==> src/rtl/mem_arb_pkg.sv <==
// Shared types and default parameter values for the memory port arbiter.
package mem_arb_pkg;

    // Controller state: IDLE accepts a new command, WAIT holds one read in flight.
    typedef enum logic [0:0] {
        IDLE = 1'b0,
        WAIT = 1'b1
    } state_t;

    // Which requester owns the outstanding read.
    typedef enum logic [0:0] {
        OWN_IF = 1'b0,
        OWN_D  = 1'b1
    } owner_t;

    localparam int DEF_ADDR_W       = 64;
    localparam int DEF_DATA_W       = 64;
    localparam int DEF_MEM_LAT      = 2;   // legal 1..7
    localparam int DEF_STARVE_LIMIT = 4;   // legal 1..15

    // Counter widths sized to the legal parameter ranges.
    localparam int LAT_W    = 3;
    localparam int STARVE_W = 4;

endpackage : mem_arb_pkg

==> src/rtl/mem_port_arbiter.sv <==
// Two-requester (instruction fetch / data) arbiter in front of a single-port
// memory with fixed read latency. One transaction in flight at a time; data
// has priority, but fetch is forced after STARVE_LIMIT consecutive lost
// contests. Writes complete in the grant cycle, reads park in WAIT until the
// memory word returns.
module mem_port_arbiter
    import mem_arb_pkg::*;
#(
    parameter int ADDR_W       = DEF_ADDR_W,
    parameter int DATA_W       = DEF_DATA_W,
    parameter int MEM_LAT      = DEF_MEM_LAT,
    parameter int STARVE_LIMIT = DEF_STARVE_LIMIT
) (
    input  logic              clk,
    input  logic              reset,

    // Instruction fetch port (read only)
    input  logic              if_req,
    input  logic [ADDR_W-1:0] if_addr,
    output logic              if_gnt,
    output logic              if_rvalid,
    output logic [DATA_W-1:0] if_rdata,

    // Data port (read or write)
    input  logic              d_req,
    input  logic              d_we,
    input  logic [ADDR_W-1:0] d_addr,
    input  logic [DATA_W-1:0] d_wdata,
    output logic              d_gnt,
    output logic              d_rvalid,
    output logic [DATA_W-1:0] d_rdata,

    // Single-port memory command / response
    output logic              mem_en,
    output logic              mem_we,
    output logic [ADDR_W-1:0] mem_addr,
    output logic [DATA_W-1:0] mem_wdata,
    input  logic [DATA_W-1:0] mem_rdata
);

    localparam logic [LAT_W-1:0]    LAT_INIT   = LAT_W'(MEM_LAT);
    localparam logic [STARVE_W-1:0] STARVE_MAX = STARVE_W'(STARVE_LIMIT);

    state_t              state_q,      state_d;
    owner_t              owner_q,      owner_d;
    logic [LAT_W-1:0]    lat_cnt_q,    lat_cnt_d;
    logic [STARVE_W-1:0] starve_cnt_q, starve_cnt_d;

    logic can_grant;
    logic fetch_wins;
    logic resp_cycle;

    // Arbitration, memory command and response outputs (all combinational).
    always_comb begin
        // NOTE: every signal assigned here gets a default first so no path
        // leaves it unassigned and no latch is inferred.
        if_gnt    = 1'b0;
        d_gnt     = 1'b0;
        mem_en    = 1'b0;
        mem_we    = 1'b0;
        mem_addr  = '0;
        mem_wdata = '0;
        if_rvalid = 1'b0;
        d_rvalid  = 1'b0;
        if_rdata  = '0;
        d_rdata   = '0;

        // Reset gates the combinational outputs so they drop immediately,
        // not just after the flops clear.
        can_grant  = (state_q == IDLE) && !reset;
        fetch_wins = if_req && (!d_req || (starve_cnt_q == STARVE_MAX));
        resp_cycle = (state_q == WAIT) && (lat_cnt_q == LAT_W'(1)) && !reset;

        if (can_grant) begin
            if (fetch_wins) begin
                if_gnt   = 1'b1;
                mem_en   = 1'b1;
                mem_addr = if_addr;
            end else if (d_req) begin
                d_gnt     = 1'b1;
                mem_en    = 1'b1;
                mem_we    = d_we;
                mem_addr  = d_addr;
                mem_wdata = d_wdata;
            end
        end

        if (resp_cycle) begin
            if (owner_q == OWN_IF) begin
                if_rvalid = 1'b1;
                if_rdata  = mem_rdata;
            end else begin
                d_rvalid = 1'b1;
                d_rdata  = mem_rdata;
            end
        end
    end

    // Next-state logic for the FSM, owner, latency and starvation counters.
    always_comb begin
        state_d      = state_q;
        owner_d      = owner_q;
        lat_cnt_d    = lat_cnt_q;
        starve_cnt_d = starve_cnt_q;

        case (state_q)
            IDLE: begin
                // Fairness bookkeeping: a lost contest counts, any fetch grant clears.
                if (if_gnt) begin
                    starve_cnt_d = '0;
                end else if (d_gnt && if_req && (starve_cnt_q != STARVE_MAX)) begin
                    starve_cnt_d = starve_cnt_q + STARVE_W'(1);
                end

                // Reads wait for the memory; writes finish in the grant cycle.
                if (mem_en && !mem_we) begin
                    owner_d   = if_gnt ? OWN_IF : OWN_D;
                    lat_cnt_d = LAT_INIT;
                    state_d   = WAIT;
                end
            end

            WAIT: begin
                if (lat_cnt_q == LAT_W'(1)) begin
                    lat_cnt_d = '0;
                    state_d   = IDLE;
                end else begin
                    lat_cnt_d = lat_cnt_q - LAT_W'(1);
                end
            end

            default: begin
                state_d   = IDLE;
                lat_cnt_d = '0;
            end
        endcase
    end

    // State registers; asynchronous reset discards any read in flight.
    always_ff @(posedge clk or posedge reset) begin
        // NOTE: non-blocking assignments so every flop samples pre-edge values.
        if (reset) begin
            state_q      <= IDLE;
            owner_q      <= OWN_IF;
            lat_cnt_q    <= '0;
            starve_cnt_q <= '0;
        end else begin
            state_q      <= state_d;
            owner_q      <= owner_d;
            lat_cnt_q    <= lat_cnt_d;
            starve_cnt_q <= starve_cnt_d;
        end
    end

endmodule : mem_port_arbiter
==> config.mk <==
export PLATFORM = sky130hd
export DESIGN_NAME = mem_port_arbiter
export DESIGN_NICKNAME = d
export VERILOG_FILES = /design/src/rtl/mem_arb_pkg.sv /design/src/rtl/mem_port_arbiter.sv
export SDC_FILE = /design/constraint.sdc
export NUM_CORES = 1
export LEC_CHECK = 0
export ABC_AREA = 1
export CAP_MARGIN = 20
export CORE_AREA = 2 2 205 207
export CTS_BUF_LIST = sky130_fd_sc_hd__clkbuf_4 sky130_fd_sc_hd__clkbuf_8
export DETAILED_ROUTE_END_ITERATION = 6
export DIE_AREA = 0 0 207 209
export GPL_TIMING_DRIVEN = 0
export PLACE_DENSITY = 0.45
export SYNTH_ARGS = -nofsm -noshare
export SYNTH_HDL_FRONTEND = slang
export SYNTH_SLANG_ARGS = --single-unit
==> constraint.sdc <==
create_clock -name clk -period 1.7 [get_ports clk]
set_input_delay 0.17 -clock clk [delete_from_list [all_inputs] [get_ports clk]]
set_output_delay 0.17 -clock clk [all_outputs]
set_load 0.02 [all_outputs]
* Yosys cells after proc, flatten, opt, wreduce, memory -nomap -nowiden *
Index checks and enable logic that the tools add are counted.
W data, S select, Z words.

storage, ports and cells
  flip-flop bits (word level) = 9
  word-level logic and storage cells = 58
  output and inout port bits = 262
  input bits = 261

operators by class
  reductions and logical operators = 14
  add/sub/neg operators = 2
  mux-type cells = 33
  bitwise gates (word level) = 1
  eq/ne operators = 4

operators by type and width
  kind                   count
  $mux W64               10
  $mux W1                17
  $mux W4                2
  $logic_and A1 B1 Y1    7
  $mux W3                2
  $pmux W3 S2            1
  $add A4 B1 Y4 const B  1
  $eq A4 B3 Y1 const B   1
  $ne A4 B3 Y1 const B   1
  $reduce_and A2 Y1      2
  $eq A3 B1 Y1 const B   1
  $logic_not A1 Y1       3
  $sub A3 B1 Y3 const B  1
  $ne A2 B1 Y1 const B   1
  $pmux W1 S2            1
  $reduce_bool A2 Y1     1
  $logic_or A1 B1 Y1     1
  $not A1 Y1             1

* Logic depth before layout (Yosys ltp) *
Gate-level depths: netlist of run 1.

  depth in word-level cells = 9
  gate-level depth with buffers = 10
  depth with buffers taken out = 8

* Worst setup path before layout of run 1 *
No wires, ideal clock.

  kind = register -> output
  from = register lat_cnt_q[1]
  to = output d_rdata[10]
  cell stages (with the launch flop) = 10
  data arrival time = 1.690 ns
  required time = 1.530 ns
  path buffers = 1
  path slack = -0.160 ns
  cells stage by stage = dfrtp_1 > inv_1 > ha_1 > inv_1 > nor2_2 > nand3_1 > nor2_2 > inv_2 > buf_6 > nor2_1

on the way
  word-level cells in the longest chain between the ends = 4

ends and longest elaborated chain
  element                            line                     text
  start: declaration                 mem_port_arbiter.sv:46   logic [LAT_W-1:0] lat_cnt_q, lat_cnt_d;
  start signal: assignment           mem_port_arbiter.sv:150  lat_cnt_q <= lat_cnt_d;
  $eq A3 B1 Y1                       mem_port_arbiter.sv:72   resp_cycle = (state_q == WAIT) && (lat_cnt_q == LAT_W'(1)) && !reset;
  $logic_and A1 B1 Y1 (2 in series)  mem_port_arbiter.sv:72
  $mux W64                           mem_port_arbiter.sv:88   if (resp_cycle) begin
  end: declaration                   mem_port_arbiter.sv:31   output logic [DATA_W-1:0] d_rdata,

No other way between the ends.

* Worst setup path in the final report of run 1 *
  from = register starve_cnt_q[1]
  to = output mem_addr[38]

on the way
  word-level cells in the longest chain between the ends = 5

ends and longest elaborated chain
  element                   line                     text
  start: declaration        mem_port_arbiter.sv:47   logic [STARVE_W-1:0] starve_cnt_q, starve_cnt_d;
  start signal: assignment  mem_port_arbiter.sv:151  starve_cnt_q <= starve_cnt_d;
  $eq A4 B3 Y1              mem_port_arbiter.sv:71   fetch_wins = if_req && (!d_req || (starve_cnt_q == STARVE_MAX));
  $logic_or A1 B1 Y1        mem_port_arbiter.sv:71
  $logic_and A1 B1 Y1       mem_port_arbiter.sv:71
  $mux W64                  mem_port_arbiter.sv:75   if (fetch_wins) begin
  $mux W64                  mem_port_arbiter.sv:74   if (can_grant) begin
  end: declaration          mem_port_arbiter.sv:36   output logic [ADDR_W-1:0] mem_addr,

No other way between the ends.

==> flow_summary.toml, run 1 <==
[run_status]
status = "finished with violations"
violations = "setup timing"

[finish]
syn_to_final_growth_pct = 263.0
drive_above_1_share_pct = 45.64
final_cell_area_mm2 = 0.01009
layout_common_cells = "260 x clkdlybuf4s50_1, 143 x nor2_1, 137 x buf_4"
antenna_cells = 0
stdcell_count = 1733
final_net_count = 1460
final_common_cell = "clkdlybuf4s50_1"

[timing]
finalCritPeriodShare_pct = 121.2
worst_clock_skew_ns = 0.0005153
setup_viol = 261
slew_headroom_pct = 81.15
clock.fmax_mhz = 485.2
setup_slack_ns = -0.3609
final_hold_viol_count = 0
period_needed_ns = 2.061
finalMaxSlewViolations = 0
tightest_slew_ns = 0.2823
rsz0062_at_grt = "true"

[floorplanning]
die-area_mm2 = 0.04326
start_util_pct = 6.730
dieWidth_um = 207
core-area_mm2 = 0.04129
pin_count = 523
rows = 75
die_h_um = 209

[setup_path]
reg2regPathDepth = 10
reg2reg_slack_ns = 0.14
max_stage_delay_ns = 0.39
crit_path_end_kind = "primary output"
crit_fanout = 5
rr_endpoint = "owner_q$_DFFE_PP0P_"
crit_chain = "inv_2, ha_4, nand4_1, nand2_4, inv_8, buf_12, buf_6, buf_16, nand2_4, nand2_4, buf_6"
r2r_start = "starve_cnt_q[1]$_DFFE_PP0P_"
critPathBufInv = 6
cpLargestDelayFamily = "buffers and inverters"
required_ns = 1.53
critPathSlowestCell = "dfrtp_1"
crit_top_cell = "nand2_4"
arrival_ns = 1.89
critical_path_class = "reg2out"
cp-start-kind = "flop"

[synth]
yosys.area_share.simple_pct = 57.95
yosys.area_share.adder_pct = 1.801
yosys.area.top_type = "nand2_1"
syn-num-nets = 882
synth_xor_area_share_pct = 0.6303
muxShareOfSynthArea_pct = 0
synth.distinct_cells = 19
synth_top_area_share_pct = 27.56
synth_compound_area_share_pct = 1.261
syn-cell-area_mm2 = 0.002779
synth_top_family_by_area = "simple AND/OR/NAND/NOR gates"
synth-seq-cells = 9
avgSynthCellArea_um2 = 4.504
seq_area_frac_synth_pct = 8.104
yosys_warnings = 0
syn_inst = 617
synth_top_cells_by_area = "nand2_1 28%, nor2_1 27%, inv_1 19%, buf_6 8.1%, dfrtp_1 8.1%"

[global_routing]
overflow = 0
grt_max_degree = 11
grtUsageTotal_pct = 11.23
antenna_found_initial = 5
grt_pass1_vias = 6067
grt_pass1_wl_um = 36960

[placement]
dp.cells = 1678
dpl.hpwl_um = 22640
dpl_cell_area_mm2 = 0.008703
globalplace.congestion = 0.8540
port_buffers = 522

[clock_network]
cts_made_buffers = 3
clockBufferDepth = 2
cts_root_buf = "clkbuf_8"
htreeDepth = 1
insertion_delay_ns = 0.23
clock_sinks = 9
clk_pin_slew_ns = 0.05
cts_tree = "built"

[routing]
drt_first_pass_iters = 4
dr_total_vias = 5797
post-route-drc-count = 0
wl_per_cell_um = 15.40
wirelength_um = 26690
initialDrtViolationCount = 143
ant_nets = 0
vias_per_cell = 3.345

[power]
ir_drop_mv = 0.2859
p_sw_w = 0.002496
p_seq_share_pct = 7.5
pwr_density_cell_mw_per_mm2 = 527.1
p_clk_share_pct = 5.0
internal_power_w = 0.002822
p_sw_share_pct = 46.93
p_comb_share_pct = 87.5
p_leak_nw = 5.392

[worst_hold_path]
hp-class = "in2async"

[flow_run]
cap_violations = 0
==> stage by stage <==
step           hold WS [ns]  setup WS (ns)  total power [W]  util [%]  setup TNS (ns)
2_1_floorplan       0.02167        -0.1601         0.002029         -          -18.71
3_3_place_gp         0.4942         -1.409         0.003986     21.08         -282.59
3_5_place_dp         0.5061         -1.448         0.004009     21.08         -291.21
6_report             0.1069        -0.3609         0.005318     24.43          -62.25
4_1_cts              0.1067        -0.5242         0.005130     24.26         -105.19
5_1_grt              0.1186        -0.4486         0.005650     24.43          -93.37
==> state kept, by name, indices dropped and copies added (netlist names) <==
name,count
state_q,1
owner_q,1
starve_cnt_q,4
lat_cnt_q,3
==> kinds of logic after synthesis <==
family                     Yosys count
DFF                                  9
AOI/OAI and AO/OA                    7
adders and majority gates            4
buffers and inverters              176
xor gates and xnor gates             2
and+or+nand+nor                    419
==> power groups by stage <==
stage	logic, W	registers (W)	clock network [W]
2_1_floorplan	0.00164	0.000385	0
3_3_place_gp	0.00358	0.000402	0
3_5_place_dp	0.00360	0.000406	0
4_1_cts	0.00446	0.000396	0.000275
5_1_grt	0.00495	0.000410	0.000289
6_report	0.00465	0.000399	0.000266
==> worst min-delay path: cells and delay by family <==
family   cells  cell delay (ns)
buf+inv      3             0.49
==> final cells by class <==
class,instances,area (um2)
inverter,143,558.0
clock buffer,4,48.80
tap,539,674.4
fill,4649,31200
sequential,9,225.2
buffer,31,466.7
multi-input combinational,432,2539
timing repair buffer,575,5577
==> Yosys cell counts, drive strengths merged <==
master,n
clkbuf,3
nor2,202
xor2,2
dfrtp,9
ha,4
buf,30
inv,143
nor3,2
o21ai,4
nand3,8
a21oi,3
nand4,1
nand2,206
==> worst max path at each step <==
stage | from | slack (ns) | to | depth (start not counted)
after floorplan | lat_cnt_q[1]$_DFFE_PP0P_ | -0.16 | d_rdata[13] | 9
after global placement | reset | -1.41 | mem_addr[60] | 10
after detailed placement | reset | -1.45 | mem_addr[60] | 10
after CTS | starve_cnt_q[1]$_DFFE_PP0P_ | -0.52 | mem_wdata[2] | 10
after global routing | lat_cnt_q[1]$_DFFE_PP0P_ | -0.45 | d_rdata[25] | 10
final | starve_cnt_q[1]$_DFFE_PP0P_ | -0.36 | mem_addr[38] | 11
==> routing by layer <==
| metal | vias up | track usage [%] | routed length, um | part of all wire [%] |
|---|---|---|---|---|
| met3 | 32 | 3.622 | 2311 | 8.7 |
| met4 | 10 | 2.438 | 609 | 2.3 |
| met5 | - | 0 | 60 | 0.22 |
| li1 | 2857 | - | - | - |
| met1 | 2553 | 10.80 | 9121 | 34 |
| met2 | 345 | 22.85 | 14590 | 55 |
==> repair_timing <==
| item | CTS | global route |
|---|---|---|
| buffers inserted | 37 | 8 |
| cloned | 14 | 1 |
| hold buffers | 0 | 0 |
| resized for setup | 1063 | 575 |
| endpoints found under the hold margin | 0 | 0 |
| pin swaps | 43 | 30 |
| setup endpoints to repair | 265 | 266 |
Note: power is estimated with default switching activity, not from simulation.
==> inputs of run 2 (changes only) <==
- GPL_ROUTABILITY_DRIVEN: default -> 0
- GPL_TIMING_DRIVEN: 0 -> 1
==> run 2 against run 1 <==
The flow still finishes with violations (setup timing). Worst hold slack better by 0.16 ns. Register-to-register slack better by 0.09 ns. Via count up 5.9%. Sequential cell count unchanged. Combinational power up 16%. Global-route usage down 0.51 points. Final cell count up 2.8%. Final area up 16%. Critical path type unchanged. Critical endpoint is now mem_addr[61].
==> flow_summary.toml, run 2 (same netlist as run 1, synthesis figures left out) <==
[finish]
syn_to_final_growth_pct = 321.8
final_net_count = 1509
final_cell_area_mm2 = 0.01172
regMostFlops = "starve_cnt_q"
largest_reg_flops = 4
drive_above_1_share_pct = 54.95
antenna_cells = 0
layout_common_cells = "260 x clkdlybuf4s50_1, 203 x buf_6, 134 x inv_1"
largestRegisters = "starve_cnt_q: 4 flops, lat_cnt_q: 3 flops"
final_common_cell = "clkdlybuf4s50_1"

[routing]
initialDrtViolationCount = 164
vias_per_cell = 3.445
wirelength_um = 29560
drt_first_pass_iters = 4
ant_nets = 0
wl_per_cell_um = 16.59
dr_total_vias = 6139
post-route-drc-count = 0

[setup_path]
max_stage_delay_ns = 0.39
arrival_ns = 1.94
critPathBufInv = 6
critPathSlowestCell = "dfrtp_1"
cp-start-kind = "flop"
critical_path_class = "reg2out"
crit_chain = "inv_2, ha_4, nand3_2, nand2_2, nand2_2, nor2_4, buf_12, buf_12, buf_16, buf_8, nand2_4, nand2_4, buf_6"
crit_path_end_kind = "primary output"
crit_fanout = 7
required_ns = 1.53
cpLargestDelayFamily = "buffers and inverters"

[clock_network]
insertion_delay_ns = 0.23
cts_made_buffers = 3
cts_tree = "built"
clockBufferDepth = 2
clk_pin_slew_ns = 0.05
htreeDepth = 1
clock_sinks = 9
cts_root_buf = "clkbuf_8"

[floorplanning]
rows = 75
dieWidth_um = 207
core-area_mm2 = 0.04129
start_util_pct = 6.730
pin_count = 523
die-area_mm2 = 0.04326
die_h_um = 209

[timing]
finalCritPeriodShare_pct = 123.9
rsz0062_at_grt = "true"
finalMaxSlewViolations = 0
setup_slack_ns = -0.4062
slew_headroom_pct = 82.18
tightest_slew_ns = 0.2670
setup_viol = 260
final_hold_viol_count = 0
finalSetupTns_ns = -75.63
worst_clock_skew_ns = 0.007766
clock.fmax_mhz = 474.8
period_needed_ns = 2.106

[global_routing]
grtUsageTotal_pct = 10.72
grt_pass1_wl_um = 35500
antenna_found_initial = 4
grt_pass1_vias = 5723
overflow = 0
grt_max_degree = 45

[placement]
dpl_cell_area_mm2 = 0.008825
port_buffers = 522
dpl.hpwl_um = 21680

[flow_run]
cap_violations = 0

[power]
pwr_density_cell_mw_per_mm2 = 516.7
p_leak_nw = 5.799
ir_drop_mv = 0.3086

[run_status]
status = "finished with violations"
violations = "setup timing"

[worst_hold_path]
hp-class = "in2async"
run 2: changes by cell type in the layout (fill, tap and decap cells not counted), sizes merged:
cell,previous run,this run
dlygate4sd2,3,0
dlymetal6s2s,2,1
clkinvlp,1,0
clkinv,0,3
buf,296,357
clkbuf,48,38
run 2: timing repair:
action / in CTS / in global routing
gates cloned: 5 / 26
setup buffers: 7 / 48
endpoints found under the setup margin: 262 / 262
resized for setup: 860 / 930
pin swaps: 10 / 50
hold buffers: 0 / 0
run 2: stage by stage:
stage / utilization [%] / setup WS [ns] / instances / hold slack (ns) / total power [W]
4_1_cts: 21.50 / -0.4724 / 1708 / 0.1586 / 0.004554
3_5_place_dp: 21.37 / -0.7457 / 1692 / 0.4124 / 0.004151
3_3_place_gp: 21.37 / -0.7182 / 1692 / 0.4134 / 0.004136
5_1_grt: 28.39 / -0.4997 / 1782 / 0.2888 / 0.006431
2_1_floorplan: - / -0.1601 / 617 / 0.02167 / 0.002029
6_report: 28.39 / -0.4062 / 1782 / 0.2700 / 0.006057
run 2: power by group:
| part | leakage, nW | switching [W] | internal, W |
|---|---|---|---|
| Sequential | 0.109 | 0.0000755 | 0.000314 |
| Clock | 0.0262 | 0.0000891 | 0.000180 |
| Combinational | 5.66 | 0.00261 | 0.00279 |
run 2: layer usage:
layer | track usage (%) | part of all wire, % | vias up
li1 | - | - | 2971
met1 | 11.13 | 34 | 2800
met2 | 21.13 | 56 | 332
met3 | 3.562 | 7.9 | 30
met4 | 1.429 | 1.8 | 6
met5 | 0 | 0.14 | -
run 2: worst min-delay path, cell delays in order:
cell	delay [ns]
clkdlybuf4s50_1	0.43
inv_2	0.10
buf_4	0.13
run 2: final timing paths:
kind	to	start	cells after the start	slack, ns
max	mem_addr[61]	starve_cnt_q[1]$_DFFE_PP0P_	13	-0.41
min	owner_q$_DFFE_PP0P_	reset	3	0.27
max reg2reg	starve_cnt_q[0]$_DFFE_PP0P_	starve_cnt_q[1]$_DFFE_PP0P_	10	0.23
min reg2reg	starve_cnt_q[3]$_DFFE_PP0P_	starve_cnt_q[3]$_DFFE_PP0P_	2	0.56
max in group asynchronous	starve_cnt_q[0]$_DFFE_PP0P_	reset	4	1.22
min in group clk	starve_cnt_q[3]$_DFFE_PP0P_	starve_cnt_q[3]$_DFFE_PP0P_	2	0.56
run 2: layout make-up:
cell class                      count  area, um2
Fill cell                        4536      29570
Timing Repair Buffer              653       7091
Multi-Input combinational cell    432       3109
Tap cell                          539      674.4
Inverter                          143      551.8
Sequential cell                     9      225.2
Clock buffer                        4      48.80
Timing Repair inverter              2      22.52
